==> config.mk <==
export PLATFORM = sky130hd
export DESIGN_NAME = ultrasonic_echo_capture
export DESIGN_NICKNAME = d
export VERILOG_FILES = /design/src/rtl/ultrasonic_echo_capture.sv
export SDC_FILE = /design/constraint.sdc
export NUM_CORES = 1
export LEC_CHECK = 0
export CORE_MARGIN = 3
export CORE_UTILIZATION = 35
export CTS_BUF_LIST = sky130_fd_sc_hd__clkbuf_2 sky130_fd_sc_hd__clkbuf_4 sky130_fd_sc_hd__clkbuf_8
export DETAILED_ROUTE_END_ITERATION = 6
export RECOVER_POWER = 50
export SYNTH_ARGS = -nofsm -noshare
export SYNTH_HDL_FRONTEND = slang
export SYNTH_SLANG_ARGS = --single-unit
==> constraint.sdc <==
create_clock -name clk -period 3.63 [get_ports clk]
set_clock_uncertainty 0.15 [all_clocks]
set_input_delay 0.726 -clock clk [delete_from_list [all_inputs] [get_ports clk]]
set_output_delay 0.726 -clock clk [all_outputs]
set_load 0.005 [all_outputs]
==> src/rtl/ultrasonic_echo_capture.sv <==
// ---------------------------------------------------------------------------
// ultrasonic_echo_capture
//
// Front-end timing stage for an HC-SR04-style ultrasonic ranger. Issues a
// periodic trigger pulse, synchronises the asynchronous echo pin and measures
// the echo high time in raw clock cycles. Results go downstream as a width
// plus a one-cycle valid strobe, or as a one-cycle timeout strobe.
//
// Ports
//   clk          in   system clock (single domain)
//   reset        in   asynchronous active-low reset
//   enable       in   run continuous measurements while high; sampled only
//                     in IDLE and at the last cycle of HOLDOFF
//   echo         in   raw sensor echo pin (asynchronous)
//   trig         out  sensor trigger pulse (registered)
//   pulse_width  out  last measured echo high time, held until next valid
//   pulse_valid  out  one-cycle strobe: pulse_width was updated
//   timeout      out  one-cycle strobe: no complete echo in the window
//   busy         out  high in every state except IDLE
//   state_dbg    out  current FSM state encoding, for observation only
//
// Echo handshake: pulse_valid and timeout are single-cycle strobes with no
// back-pressure; the consumer must capture pulse_width on the pulse_valid
// cycle (it is also held until the next valid). At most one of the two
// strobes fires per measurement period, and never both in one cycle.
// ---------------------------------------------------------------------------
module ultrasonic_echo_capture #(
  parameter int TRIG_CYCLES    = 120,
  parameter int TIMEOUT_CYCLES = 360000,
  parameter int PERIOD_CYCLES  = 720000,
  parameter int WIDTH          = 20
) (
  input  logic             clk,
  input  logic             reset,
  input  logic             enable,
  input  logic             echo,
  output logic             trig,
  output logic [WIDTH-1:0] pulse_width,
  output logic             pulse_valid,
  output logic             timeout,
  output logic             busy,
  output logic [2:0]       state_dbg
);

  localparam int CYC_W = $clog2(PERIOD_CYCLES);

  localparam logic [CYC_W-1:0] TRIG_LAST   = CYC_W'(TRIG_CYCLES - 1);
  localparam logic [CYC_W-1:0] TIMEOUT_CYC = CYC_W'(TIMEOUT_CYCLES);
  localparam logic [CYC_W-1:0] PERIOD_LAST = CYC_W'(PERIOD_CYCLES - 1);
  localparam logic [WIDTH-1:0] WIDTH_MAX   = '1;

  typedef enum logic [2:0] {
    ST_IDLE      = 3'd0,
    ST_TRIG      = 3'd1,
    ST_WAIT_RISE = 3'd2,
    ST_MEASURE   = 3'd3,
    ST_HOLDOFF   = 3'd4
  } state_e;

  state_e            state_q;
  logic [CYC_W-1:0]  cyc_q;
  logic [CYC_W-1:0]  cyc_d;
  logic [WIDTH-1:0]  width_cnt_q;
  logic [WIDTH-1:0]  width_cnt_d;
  logic              echo_s1_q;
  logic              echo_s_q;
  logic              echo_d_q;
  logic              echo_rise;
  logic              at_timeout;
  logic              trig_q;
  logic [WIDTH-1:0]  pulse_width_q;
  logic              pulse_valid_q;
  logic              timeout_q;
  logic              busy_q;

  // Next-value helpers used by the FSM below.
  assign cyc_d       = cyc_q + CYC_W'(1);
  // Saturate so an absurdly long echo can never wrap to a short width.
  assign width_cnt_d = (width_cnt_q == WIDTH_MAX) ? width_cnt_q
                                                  : width_cnt_q + WIDTH'(1);
  // Edge detect on the synchronised echo: a level already high when the
  // measurement window opens never produces a rise.
  assign echo_rise   = echo_s_q & ~echo_d_q;
  assign at_timeout  = (cyc_q == TIMEOUT_CYC);

  always_ff @(posedge clk or negedge reset) begin
    if (!reset) begin
      state_q       <= ST_IDLE;
      cyc_q         <= '0;
      width_cnt_q   <= '0;
      echo_s1_q     <= 1'b0;
      echo_s_q      <= 1'b0;
      echo_d_q      <= 1'b0;
      trig_q        <= 1'b0;
      pulse_width_q <= '0;
      pulse_valid_q <= 1'b0;
      timeout_q     <= 1'b0;
      busy_q        <= 1'b0;
    end else begin
      echo_s1_q     <= echo;
      echo_s_q      <= echo_s1_q;
      echo_d_q      <= echo_s_q;
      // Strobes default low; they are raised for exactly one cycle below.
      pulse_valid_q <= 1'b0;
      timeout_q     <= 1'b0;

      case (state_q)
        ST_IDLE: begin
          trig_q <= 1'b0;
          cyc_q  <= '0;
          if (enable) begin
            state_q <= ST_TRIG;
            trig_q  <= 1'b1;
            busy_q  <= 1'b1;
          end
        end

        ST_TRIG: begin
          cyc_q <= cyc_d;
          if (cyc_q == TRIG_LAST) begin
            state_q <= ST_WAIT_RISE;
            trig_q  <= 1'b0;
          end
        end

        ST_WAIT_RISE: begin
          cyc_q <= cyc_d;
          if (at_timeout) begin
            timeout_q <= 1'b1;
            state_q   <= ST_HOLDOFF;
          end else if (echo_rise) begin
            // The rise cycle itself is the first high cycle of the echo.
            width_cnt_q <= WIDTH'(1);
            state_q     <= ST_MEASURE;
          end
        end

        ST_MEASURE: begin
          cyc_q <= cyc_d;
          // A fall seen on the timeout cycle still completes the echo, so the
          // valid path is checked first.
          if (!echo_s_q) begin
            pulse_width_q <= width_cnt_q;
            pulse_valid_q <= 1'b1;
            state_q       <= ST_HOLDOFF;
          end else if (at_timeout) begin
            timeout_q <= 1'b1;
            state_q   <= ST_HOLDOFF;
          end else begin
            width_cnt_q <= width_cnt_d;
          end
        end

        ST_HOLDOFF: begin
          trig_q <= 1'b0;
          if (cyc_q == PERIOD_LAST) begin
            cyc_q <= '0;
            if (enable) begin
              state_q <= ST_TRIG;
              trig_q  <= 1'b1;
            end else begin
              state_q <= ST_IDLE;
              busy_q  <= 1'b0;
            end
          end else begin
            cyc_q <= cyc_d;
          end
        end

        default: begin
          state_q <= ST_IDLE;
          trig_q  <= 1'b0;
          busy_q  <= 1'b0;
          cyc_q   <= '0;
        end
      endcase
    end
  end

  assign trig        = trig_q;
  assign pulse_width = pulse_width_q;
  assign pulse_valid = pulse_valid_q;
  assign timeout     = timeout_q;
  assign busy        = busy_q;
  assign state_dbg   = state_q;

endmodule

==> results by group, run 1 <==
Run status
  – Status: complete, but fails checks
  – Failing checks: max-capacitance violations, max-slew violations

Yosys
  – Synthesized-area fraction occupied by and/or/nand/nor cells: 21.8%
  – Synth top area cells: dfrtp_1 50%, mux2_1 4.8%, o22a_1 4.0%
  – Synth Register Bits: 70
  – Adder-Cell Fraction of Synth Area: 1.07%
  – Mapped Cells: 338
  – Top-count cell post-synth: dfrtp_1
  – Post-synth EDFFs: 0
  – Synthesis Warnings: 0
  – Share of the synthesized area in the top cell type: 50.1%
  – Synthesized area: around 3500 um^2
  – Mean post-synth cell area: 10.4 um^2
  – Xor/xnor cell area share of the yosys netlist: 4.51%
  – Largest area contributor in the netlist: dfrtp_1
  – Synth Area in Compound Gates: 12.0%
  – Mux cell area share after synthesis: under 10%
  – Post-synthesis cell type count: 49
  – Top_reg_cell synth: dfrtp_1
  – Largest family of logic cells by synthesized area: simple AND/OR/NAND/NOR gates
  – Share of flip-flops with an asynchronous set or reset: 100%
  – Synth cell count leaders: 70 x dfrtp_1, 35 x nand2_1, 28 x nor2_1
  – Post-synthesis sequential area ratio: 50.1%
  – Mapped Nets: 345

Power and ir drop
  – Clk network pwr share: 43.6%
  – P_int: about 1.1 mW
  – VDD IR max: 0.204 mV
  – Psw: roughly 0.30 mW
  – Comb pwr share: 1.5%
  – Seq pwr share: 54.9%
  – Pwr Density: 348 nW/um^2
  – Switching share of power: 21.2%
  – P_leak: 1.75 nW

Floorplanning
  – DIE AREA: between 10000 and 15000 um^2
  – Die Span Y: 106 um
  – Die Width: 106 um
  – Core area: 9460 um^2
  – Row Count: 35
  – Starting density of the core: 37.0%
  – Io pins: 31

Final layout
  – Final net count: 374
  – Final Cell Area: between 4000 and 5000 um^2
  – P&R area growth vs syn: 17.3%
  – Ant diodes: 0
  – Ratio of cells with drive above 1 in the final layout: 10.2%

Route
  – Residual DRC count: 0
  – Vias per std cell: 5.23
  – Final WL: 7.34 mm
  – Antenna viol nets, final: 0
  – DR vias: 2616
  – Iter 0 DRT Violations: 64
  – Router iterations before antenna repair: 4
  – WL per Instance: 14.7 um

Placed design
  – Post-Place Worst Slack: between 1 and 1.5 ns
  – Dpl hpwl: 4.99 mm
  – # port buffers: 30
  – Routability cong.: 0.817
  – Post-DP Area: 3920 um^2

Clocking
  – H-Tree Depth: 3
  – Clock buffer depth: 2
  – Clock Pin Slew Worst Setup and Hold Paths: 0.08 ns
  – Post-CTS Setup Repair Bufs: 0
  – CTS Sinks: 70
  – Worst-skew pair later-pin latency: roughly 0.35 ns
  – Total CTS buffers: 9
  – Hold buffers post-CTS: 0
  – Post-CTS Resized: 0
  – CTS tree: yes
  – Clock root buffer: clkbuf_8

STA
  – Final min period: 2.55 ns
  – Least-Margin Pin Slew: 1.79 ns
  – Worst rel slew slack: -19.5%
  – RSZ-0062 raised after global routing: false
  – Final Cycle Share: 70.4%
  – Final setup vio count: 0
  – Setup WS post-layout: 1.08 ns
  – Slew Limit Fails: 32
  – F_max: 0.391 GHz
  – Final Hold Fails: 0
  – Fin Setup TNS: 0 ns

Global routing
  – GRT Util Overall: 14.1%
  – Initial antenna violation count: 0
  – First-pass GRT wire length: between 10 and 15 mm
  – Vias in the first global route: ~2700
  – Total congestion overflow: 0
  – Largest net degree at the start of global routing: 40

Worst hold path
  – Worst hold path class: flop to flop

Critical path
  – Crit-path max FO: 20
  – Crit path capture type: flop
  – Crit Path Category: flop to flop
  – CP Data Arrival Time: 2.67 ns
  – Req. time, crit path: about 3.8 ns
  – Startpoint types: flop

Job
  – MaxCap Viol Count: 1
-- state kept, by name, summed over array words and instances, names as in the netlist --
signal	count
trig	1
echo_s1_q	1
echo_s_q	1
width_cnt_q	20
busy	1
echo_d_q	1
timeout	1
pulse_width	20
pulse_valid	1
cyc_q	20
state_dbg	3
-- cells in the final DEF (no fill, tap or decap), drive strengths merged, types with 2 or more instances in the layout --
master and instances:
nand3 18, inv 9, ha 3, dfrtp 70, a21oi 6, mux2i 2, clkdlybuf4s50 28, and4 5
buf 4, nor4 9, xor2 14, nor2b 2, clkbuf 13, o21ai 15, nor2 28, nand4b 2
nor3 19, clkinv 2, nand4 10, nand2 35, o22a 16, o211ai 2, a21bo 5, mux2 20
nor3b 2, xnor2 4, a211o 3, or2 2, and3 7
-- routing by layer --
metal / vias to the layer above / GRT usage, % / routed length (um)
li1: 1284 / - / -
met1: 1284 / 17.5 / 3370
met2: 41 / 23.7 / 3620
met3: 7 / 4.55 / 282
met4: 0 / 3.79 / 70
met5: - / 0 / 0
-- cell type report --
cell class | instances | area [um^2]
Inverter | 9 | 33.8
Multi-Input combinational cell | 242 | 1620
Fill cell | 944 | 5360
Sequential cell | 70 | 1750
Timing Repair Buffer | 35 | 340
Clock inverter | 4 | 47.5
Tap cell | 129 | 161
Clock buffer | 11 | 145
-- power groups by stage --
stage	logic (mW)	registers, mW	clock network [mW]
6_report	0.0219	0.782	0.622
5_1_grt	0.0259	0.782	0.677
4_1_cts	0.0238	0.782	0.648
3_5_place_dp	0.0237	0.797	0
3_3_place_gp	0.0234	0.797	0
2_1_floorplan	0.00105	0.797	0
-- logic make-up after synthesis --
kind of cell,Yosys count
buffers and inverters,26
adder cells (fa/ha/maj),3
XOR/XNOR,18
flip-flops,70
AO/OA/AOI/OAI,55
multiplexers,22
AND/OR/NAND/NOR,144
-- final timing paths --
path	slack (ns)	startpoint	depth (start not counted)	to
max in group asynchronous	1.59	reset	1	trig
min in group asynchronous	0.70	reset	1	pulse_width[17]
worst max register to register	1.08	width_cnt_q[0]	6	width_cnt_q[1]
worst max-delay path	1.08	width_cnt_q[0]	6	width_cnt_q[1]
worst min register to register	0.21	echo_s1_q	0	echo_s_q
worst min-delay path	0.21	echo_s1_q	0	echo_s_q
-- critical path: stages, from the launching register on --
cell	delay [ns]
dfrtp_1	0.42
ha_1	0.22
nand3_1	0.15
nor4_4	0.43
and3_1	0.26
a211o_1	0.60
mux2i_1	0.26
-- through the flow --
stage / power, mW / hold slack, ns / utilization (%) / instances
floorplan: 0.798 / 0.181 / - / 338
global placement: 0.821 / 0.187 / 41.4 / 485
detailed placement: 0.821 / 0.187 / 41.4 / 485
CTS: 1.45 / 0.212 / 43.5 / 500
global route: 1.49 / 0.214 / 43.4 / 500
finish: 1.43 / 0.209 / 43.4 / 500
Power figures use the tool's default switching activity.
==> inputs of run 2 (changes only) <==
Clock period 3.63 ns to 2.4 ns, I/O delays scaled along.
==> results by group, run 2 (synthesis results as in run 1) <==
Run status
  – Status: complete, but fails checks (unchanged)
  – Failing checks: max-capacitance violations, max-slew violations (unchanged)

Critical path
  – Reg2Reg Depth: 7 (was 6)
  – Req. time, crit path: 2.47 ns (was 3.75 ns)
  – R2R Path End: width_cnt_q[7] (was width_cnt_q[1])
  – R2R Setup Slk: 0.28 ns (was 1.08 ns)
  – Worst r2r src: width_cnt_q[0] (unchanged)
  – Crit path capture type: flop (unchanged)
  – Startpoint types: flop (unchanged)
  – CP Data Arrival Time: 2.20 ns (was 2.67 ns)
  – Crit Path Category: flop to flop (unchanged)
  – Crit-path max FO: 17 (was 20)

Clocking
  – Worst-skew pair later-pin latency: 0.35 ns (about the same)
  – Total CTS buffers: 9 (unchanged)
  – Clock Pin Slew Worst Setup and Hold Paths: 0.08 ns (about the same)
  – CTS tree: yes (unchanged)
  – Clock root buffer: clkbuf_8 (unchanged)
  – Hold buffers post-CTS: 0 (unchanged)
  – Post-CTS Setup Repair Bufs: 0 (unchanged)
  – H-Tree Depth: 3 (unchanged)
  – Post-CTS Resized: 0 (unchanged)
  – CTS Sinks: 70 (unchanged)
  – Clock buffer depth: 2 (unchanged)

Worst hold path
  – Worst hold path class: flop to flop (unchanged)
  – Cell count of the worst hold path: 0 (unchanged)
  – Hold path endpoint: echo_s_q (unchanged)
  – Hold Crit Start: echo_s1_q (unchanged)

Final layout
  – Commonest non-fill, non-tap cell in the layout: dfrtp_1 (unchanged)
  – Most frequent cells in the layout: 70 x dfrtp_1, 35 x nand2_1, 28 x nor2_1 (was 70 x dfrtp_1, 35 x nand2_1, 28 x nor2_1, 28 x clkdlybuf4s50_1, 19 x nor3_1)
  – Final net count: 384 (was 374)
  – P&R area growth vs syn: 19.2% (was 17.3%)
  – Final Cell Area: 4170 um^2 (was 4100 um^2)
  – Ratio of cells with drive above 1 in the final layout: 13.4% (was 10.2%)
  – Ant diodes: 0 (unchanged)

Floorplanning
  – Io pins: 31 (unchanged)
  – DIE AREA: 11200 um^2 (unchanged)
  – Die Width: 106 um (unchanged)
  – Starting density of the core: 37.0% (unchanged)
  – Die Span Y: 106 um (unchanged)
  – Row Count: 35 (unchanged)
  – Core area: 9460 um^2 (unchanged)

Global routing
  – M1 GR Usage: 17.3% (was 17.5%)
  – Global-route met2 utilization: 23.9% (was 23.7%)
  – Total congestion overflow: 0 (unchanged)
  – M3 GR Usage: 3.52% (was 4.55%)
  – Initial antenna violation count: 0 (unchanged)
  – Vias in the first global route: 2694 (was 2662)
  – Largest net degree at the start of global routing: 71 (was 40)
  – GR peak layer: met2 (unchanged)
  – GRT Util Overall: 14.1% (about the same)
  – First-pass GRT wire length: 12.8 mm (was 12.9 mm)

STA
  – Slew Limit Fails: 71 (was 32)
  – F_max: 0.471 GHz (was 0.391 GHz)
  – Final setup vio count: 0 (unchanged)
  – Worst rel slew slack: -15.1% (was -19.5%)
  – Final min period: 2.12 ns (was 2.55 ns)
  – RSZ-0062 raised after global routing: false (unchanged)
  – Final Cycle Share: 88.5% (was 70.4%)
  – Final Hold Fails: 0 (unchanged)
  – Least-Margin Pin Slew: 1.73 ns (was 1.79 ns)
  – Fin Setup TNS: 0 ns (unchanged)

Power and ir drop
  – VDD IR max: 0.249 mV (was 0.204 mV)
  – P_leak: 1.84 nW (was 1.75 nW)
  – Pwr Density: 489 nW/um^2 (was 348 nW/um^2)
  – Pwr Total: 2.04 mW (was 1.43 mW)

Placed design
  – # port buffers: 30 (unchanged)
  – Routability cong.: 0.825 (was 0.817)
  – Post-DP Area: 4020 um^2 (was 3920 um^2)
  – Dpl hpwl: 5.06 mm (was 4.99 mm)

Route
  – Residual DRC count: 0 (unchanged)
  – Final WL: 7.30 mm (was 7.34 mm)
  – Iter 0 DRT Violations: 78 (was 64)
  – Router iterations before antenna repair: 4 (unchanged)
  – Antenna viol nets, final: 0 (unchanged)
  – Vias per std cell: 5.21 (was 5.23)
  – DR vias: 2659 (was 2616)
  – WL per Instance: 14.3 um (was 14.7 um)

Job
  – MaxCap Viol Count: 1 (unchanged)
[run 2: cell types whose count changed in the layout (fill, tap and decap cells not counted), moves of 2 or more]
cell,before,now
clkdlybuf4s50_1,28,19
dlygate4sd3_1,1,10
buf_4,3,11
clkbuf_1,2,0
clkbuf_2,0,2
[run 2: stage by stage]
| step | hold WS (ns) | cells | worst slack [ns] | util (%) |
|---|---|---|---|---|
| floorplan | 0.0344 | 338 | 0.287 | - |
| global placement | 0.187 | 495 | 0.315 | 42.5 |
| detailed placement | 0.193 | 495 | 0.284 | 42.5 |
| CTS | 0.0115 | 510 | 0.269 | 44.3 |
| global route | 0.223 | 510 | 0.0245 | 44.1 |
| finish | 0.218 | 510 | 0.276 | 44.1 |
[run 2: worst max-delay path by stage]
stage | startpoint | to | slack (ns)
detailed placement | width_cnt_q[0] | width_cnt_q[13] | 0.28
floorplan | width_cnt_q[0] | width_cnt_q[13] | 0.29
global placement | width_cnt_q[0] | width_cnt_q[13] | 0.31
finish | width_cnt_q[0] | width_cnt_q[7] | 0.28
global route | cyc_q[0] | cyc_q[7] | 0.02
CTS | width_cnt_q[0] | width_cnt_q[19] | 0.27
[run 2: area by class of cell]
class	instances	area (um^2)
Inverter	9	33.8
Timing Repair Buffer	45	428
Sequential cell	70	1750
Multi-Input combinational cell	242	1630
Clock inverter	4	23.8
Tap cell	129	161
Fill cell	956	5290
Clock buffer	11	145
[run 2: critical path, cell delays in order (launching register included)]
cell	delay [ns]
dfrtp_1	0.41
ha_1	0.22
nand3_1	0.15
nor4_4	0.32
and3_1	0.23
buf_4	0.24
nor3_1	0.08
o22a_1	0.21
[run 2: layer usage]
metal  routed length [um]  part of all wire (%)
met5                    0                     0
met4                   86                   1.2
met1                 3140                    43
met2                 3800                    52
met3                  275                   3.8
[run 2: report_power, final]
part / total [mW] / switching [mW] / internal, mW
clock network: 0.828 / 0.423 / 0.405
logic: 0.0294 / 0.0252 / 0.00419
registers: 1.18 / 0.00165 / 1.18
